`config.mk`:
```
export PLATFORM = sky130hd
export DESIGN_NAME = imem_load_ctrl
export DESIGN_NICKNAME = d
export VERILOG_FILES = /design/src/rtl/imem_load_ctrl.sv
export SDC_FILE = /design/constraint.sdc
export NUM_CORES = 1
export LEC_CHECK = 0
export CORE_AREA = 4 4 69 71
export CTS_BUF_LIST = sky130_fd_sc_hd__clkbuf_8
export CTS_CLUSTER_DIAMETER = 150
export DETAILED_ROUTE_END_ITERATION = 7
export DIE_AREA = 0 0 73 75
export DONT_BUFFER_PORTS = 1
export SLEW_MARGIN = 15
export SYNTH_ARGS = -nofsm -noshare
export SYNTH_HDL_FRONTEND = slang
export SYNTH_SLANG_ARGS = --single-unit
```
`constraint.sdc`:
```
create_clock -name CLK -period 2.35 [get_ports CLK]
set_input_delay 0.235 -clock CLK [delete_from_list [all_inputs] [get_ports CLK]]
set_output_delay 0.235 -clock CLK [all_outputs]
set_load 0.005 [all_outputs]
```
`src/rtl/imem_load_ctrl.sv`:
```
// Instruction memory sequencer: clears the array, streams in a program
// image over a valid/ready port, then hands the array to instruction fetch.
module imem_load_ctrl #(
    parameter int DEPTH = 64,
    parameter int AW    = 6,
    parameter int DW    = 32
) (
    input  logic          CLK,
    input  logic          RESET,
    input  logic [31:0]   pc,
    output logic [DW-1:0] instr,
    output logic          addr_err,
    output logic          cpu_stall,
    input  logic          ld_start,
    input  logic          ld_valid,
    input  logic [DW-1:0] ld_data,
    input  logic          ld_last,
    output logic          ld_ready,
    output logic          load_done,
    output logic          load_ovf,
    output logic [AW:0]   load_count,
    output logic [AW-1:0] mem_addr,
    output logic          mem_we,
    output logic [DW-1:0] mem_wdata,
    input  logic [DW-1:0] mem_rdata
);

    typedef enum logic [1:0] {
        CLEAR,
        IDLE,
        LOAD,
        RUN
    } state_t;

    state_t        state;
    state_t        state_nx;
    logic [AW-1:0] clr_cnt;
    logic          clr_end;
    logic          last_slot;
    logic          pc_bad;

    assign clr_end   = (clr_cnt == AW'(DEPTH - 1));
    assign last_slot = (load_count[AW-1:0] == AW'(DEPTH - 1));
    assign pc_bad    = (|pc[1:0]) | (|pc[31:AW+2]);
    assign cpu_stall = (state != RUN);

    always_ff @(posedge CLK or negedge RESET) begin
        if (!RESET) begin
            state      <= CLEAR;
            clr_cnt    <= '0;
            load_count <= '0;
            load_done  <= 1'b0;
            load_ovf   <= 1'b0;
        end else begin
            state <= state_nx;
            unique case (state)
                CLEAR: begin
                    clr_cnt <= clr_cnt + AW'(1);
                    if (clr_end) begin
                        load_count <= '0;
                        load_ovf   <= 1'b0;
                    end
                end
                LOAD: begin
                    if (ld_valid) begin
                        load_count <= load_count + (AW+1)'(1);
                        if (ld_last || last_slot) begin
                            load_done <= 1'b1;
                            load_ovf  <= ~ld_last;
                        end
                    end
                end
                RUN: begin
                    if (ld_start) begin
                        load_done <= 1'b0;
                        clr_cnt   <= '0;
                    end
                end
                default: ;
            endcase
        end
    end

    always_comb begin
        state_nx  = state;
        mem_we    = 1'b0;
        mem_addr  = '0;
        mem_wdata = '0;
        ld_ready  = 1'b0;
        instr     = '0;
        addr_err  = 1'b0;
        unique case (state)
            CLEAR: begin
                // Held off while reset is asserted so the array is untouched
                mem_we   = RESET;
                mem_addr = clr_cnt;
                if (clr_end)
                    state_nx = IDLE;
            end
            IDLE: begin
                if (ld_start)
                    state_nx = LOAD;
            end
            LOAD: begin
                ld_ready = 1'b1;
                if (ld_valid) begin
                    mem_we    = 1'b1;
                    mem_addr  = load_count[AW-1:0];
                    mem_wdata = ld_data;
                    if (ld_last || last_slot)
                        state_nx = RUN;
                end
            end
            RUN: begin
                mem_addr = pc[AW+1:2];
                addr_err = pc_bad;
                instr    = pc_bad ? '0 : mem_rdata;
                if (ld_start)
                    state_nx = CLEAR;
            end
            default: ;
        endcase
    end

endmodule

```
==> flow_summary.yaml <==
timing:
  fin_crit_sh_pct: 86.85
  setup_viol: 0
  fmaxAchievable_ghz: 0.4899
  hold_viol: 0
  rsz0062_at_grt: "false"
  max-slew-margin-rel_pct: 46.53
  fin_tns_setup_ns: 0
  slew_violations: 0
  tightestPinTransition_ns: 0.7995
  period_needed_ns: 2.041
  finalClockSkew_ns: 0.0007075
final_layout:
  area_growth_syn_to_layout_pct: 4.934
  drive_gt1_share_pct: 5.882
  fin_area_sq_um: 1703
  instances_no_fill: 256
  nets: 313
  antenna_cells: 0
  fin_util_pct: 40.22
yosys:
  synthTopCellsByCount: "and2_1, and3_1, nand2_1"
  synthDistinctLibCells: 38
  synthFlopType: "dfrtp_1"
  yosysWarningCount: 0
  netlist_area_sq_um: 1623
  syn_area_per_cell_sq_um: 7.583
  ys_async_sr_fraction_pct: 100.0
  yosysMostFrequentCell: "and2_1"
  yosys.area.top_type: "dfrtp_1"
  ys_seq_area_share_pct: 26.21
  synth_edf_count: 0
  synth_top_cell_area_share_pct: 26.21
  synth_area_leaders: "dfrtp_1, and2_1, and3_1"
  syn-num-nets: 322
  synth_cells: 214
  ys_ff_latch: 17
cts:
  cts_tree: "done"
  htreeDepth: 1
  clk_latency_ns: 0.25
  clk_pin_slew_ns: 0.07
  cts_buffers: 3
  cts_setup_buffers: 0
  clk_path_buf_depth: 2
  cts-root-buf: "clkbuf_8"
  clock_sinks: 17
die:
  core_sq_um: 4234
  num_io_pins: 184
  die_y_um: 75
  die_area_sq_um: 5475
  start_util_pct: 38.33
  rows: 24
  die_w_um: 73
place:
  numPortBuffers: 0
  placed_cell_area_sq_um: 1647
  routabilityCongestion: 0.8353
  post-dp-hpwl_mm: 4.514
  place_inst: 251
drt:
  dr.pass1.iters: 7
  drc: 0
  drtIter0Drc: 171
  via_per_inst: 6.352
  dr_total_vias: 1626
  antenna_left: 0
  wire_per_inst_um: 20.98
  wl_mm: 5.371
grt:
  grtUsageTotal_pct: 17.90
  grt_pass1_wl_mm: 7.576
  grt_pass1_vias: 1452
  overflow: 0
  antenna_found_initial: 0
  grt_max_degree: 38
setup_path:
  r2r_cells: 6
  r2r-start: "state[0]"
  cp_max_fo: 9
  r2r-end: "load_count[6]"
  cp-end-kind: "primary output"
  crit_type: "register to primary output"
  reg2reg_slack_ns: 0.45
  start_kind: "register"
  worstPathArrival_ns: 1.81
  cp.required_ns: 2.12
power_and_ir_drop:
  vdd_drop_max_uv: 307.4
  p_per_area_nw_per_um2: 946.0
  power_w: 0.001611
  p_leak_nw: 0.7939
job:
  cap_violations: 0
min_path:
  hold_depth: 1
  hp-start: "ld_start"
  hp-class: "input pin to register"
  min_to: "clr_cnt[5]"
run_status:
  status: "finished clean"
per-stage QoR:
step	hold WS (ns)	setup WS (ns)
2_1_floorplan	-0.06059	0.3534
3_3_place_gp	-0.06014	0.4779
3_5_place_dp	-0.06017	0.4491
4_1_cts	0.05415	0.2973
5_1_grt	0.05144	0.1294
6_report	0.05547	0.3089
worst max path at each step:
stage / start / to / slack, ns
3_5_place_dp: state[0] / load_count[6] / 0.45
6_report: state[0] / mem_addr[2] / 0.31
5_1_grt: load_count[0] / state[1] / 0.13
3_3_place_gp: state[0] / load_count[6] / 0.48
2_1_floorplan: state[0] / load_count[6] / 0.35
4_1_cts: state[0] / mem_addr[2] / 0.30
layout make-up:
cell class | instances | area, sq um
clock buffers | 3 | 41.29
clock inverters | 1 | 5.005
fillers | 427 | 2531
inverters | 4 | 15.01
multi-input cells | 172 | 1096
flip-flops and latches | 17 | 425.4
well taps | 52 | 65.06
repair buffers | 7 | 55.05
where the power goes:
part / total [W] / leakage (nW) / switching (W) / internal (W)
clock network: 0.000226 / 0.0255 / 0.000108 / 0.000118
logic: 0.000874 / 0.547 / 0.000508 / 0.000366
registers: 0.000511 / 0.221 / 0.000131 / 0.000381
cells in the final DEF (no fill, tap or decap), types with 2 or more instances in the layout:
| cell type | count |
|---|---|
| nand3_1 | 8 |
| nand2_1 | 19 |
| ha_1 | 7 |
| inv_1 | 4 |
| o22ai_1 | 5 |
| o21ai_0 | 7 |
| nor4_1 | 6 |
| a21oi_1 | 5 |
| xor2_1 | 2 |
| buf_4 | 6 |
| xnor2_1 | 3 |
| nand4_1 | 3 |
| nor2b_1 | 2 |
| dfrtp_1 | 17 |
| a222oi_1 | 6 |
| and3_1 | 32 |
| and2_1 | 34 |
| clkbuf_8 | 3 |
| nor2_1 | 13 |
| a22o_1 | 2 |
| mux2i_1 | 3 |
cells by family (layout without fill, tap and decap cells):
| kind of cell | Yosys count | after routing | share of synthesized area (%) |
|---|---|---|---|
| AOI/OAI and AO/OA | 34 | 34 | 15.04 |
| adders and majority gates | 7 | 7 | 5.397 |
| DFF | 17 | 17 | 26.21 |
| muxes | 4 | 4 | 2.544 |
| buffers and inverters | 25 | 15 | 6.553 |
| and+or+nand+nor | 122 | 122 | 41.56 |
| xor gates and xnor gates | 5 | 5 | 2.699 |
worst max-delay path: stages, from the launching register on:
cell and delay, ns:
dfrtp_1 0.39, inv_1 0.10, ha_1 0.24, buf_4 0.18, and2_1 0.23, a222oi_1 0.31, nor2_1 0.10
state kept, by name (all words and copies together), names as in the netlist:
signal	count
clr_cnt	6
load_count	7
load_done	1
load_ovf	1
state	2
per-layer routing:
layer  up-vias  share of wire, %  global-route usage, %
li1        741                 -                      -
met4         0              0.48                  3.074
met1       770                40                  22.36
met2       113                50                  32.08
met5         -                 0                      0
met3         2               9.6                  3.738
repair_timing:
| item | in CTS | in global routing |
|---|---|---|
| hold buffers | 1 | 0 |
| gates resized for setup | 0 | 0 |
| endpoints found under the hold margin | 17 | 0 |
Power figures use the tool's default switching activity.
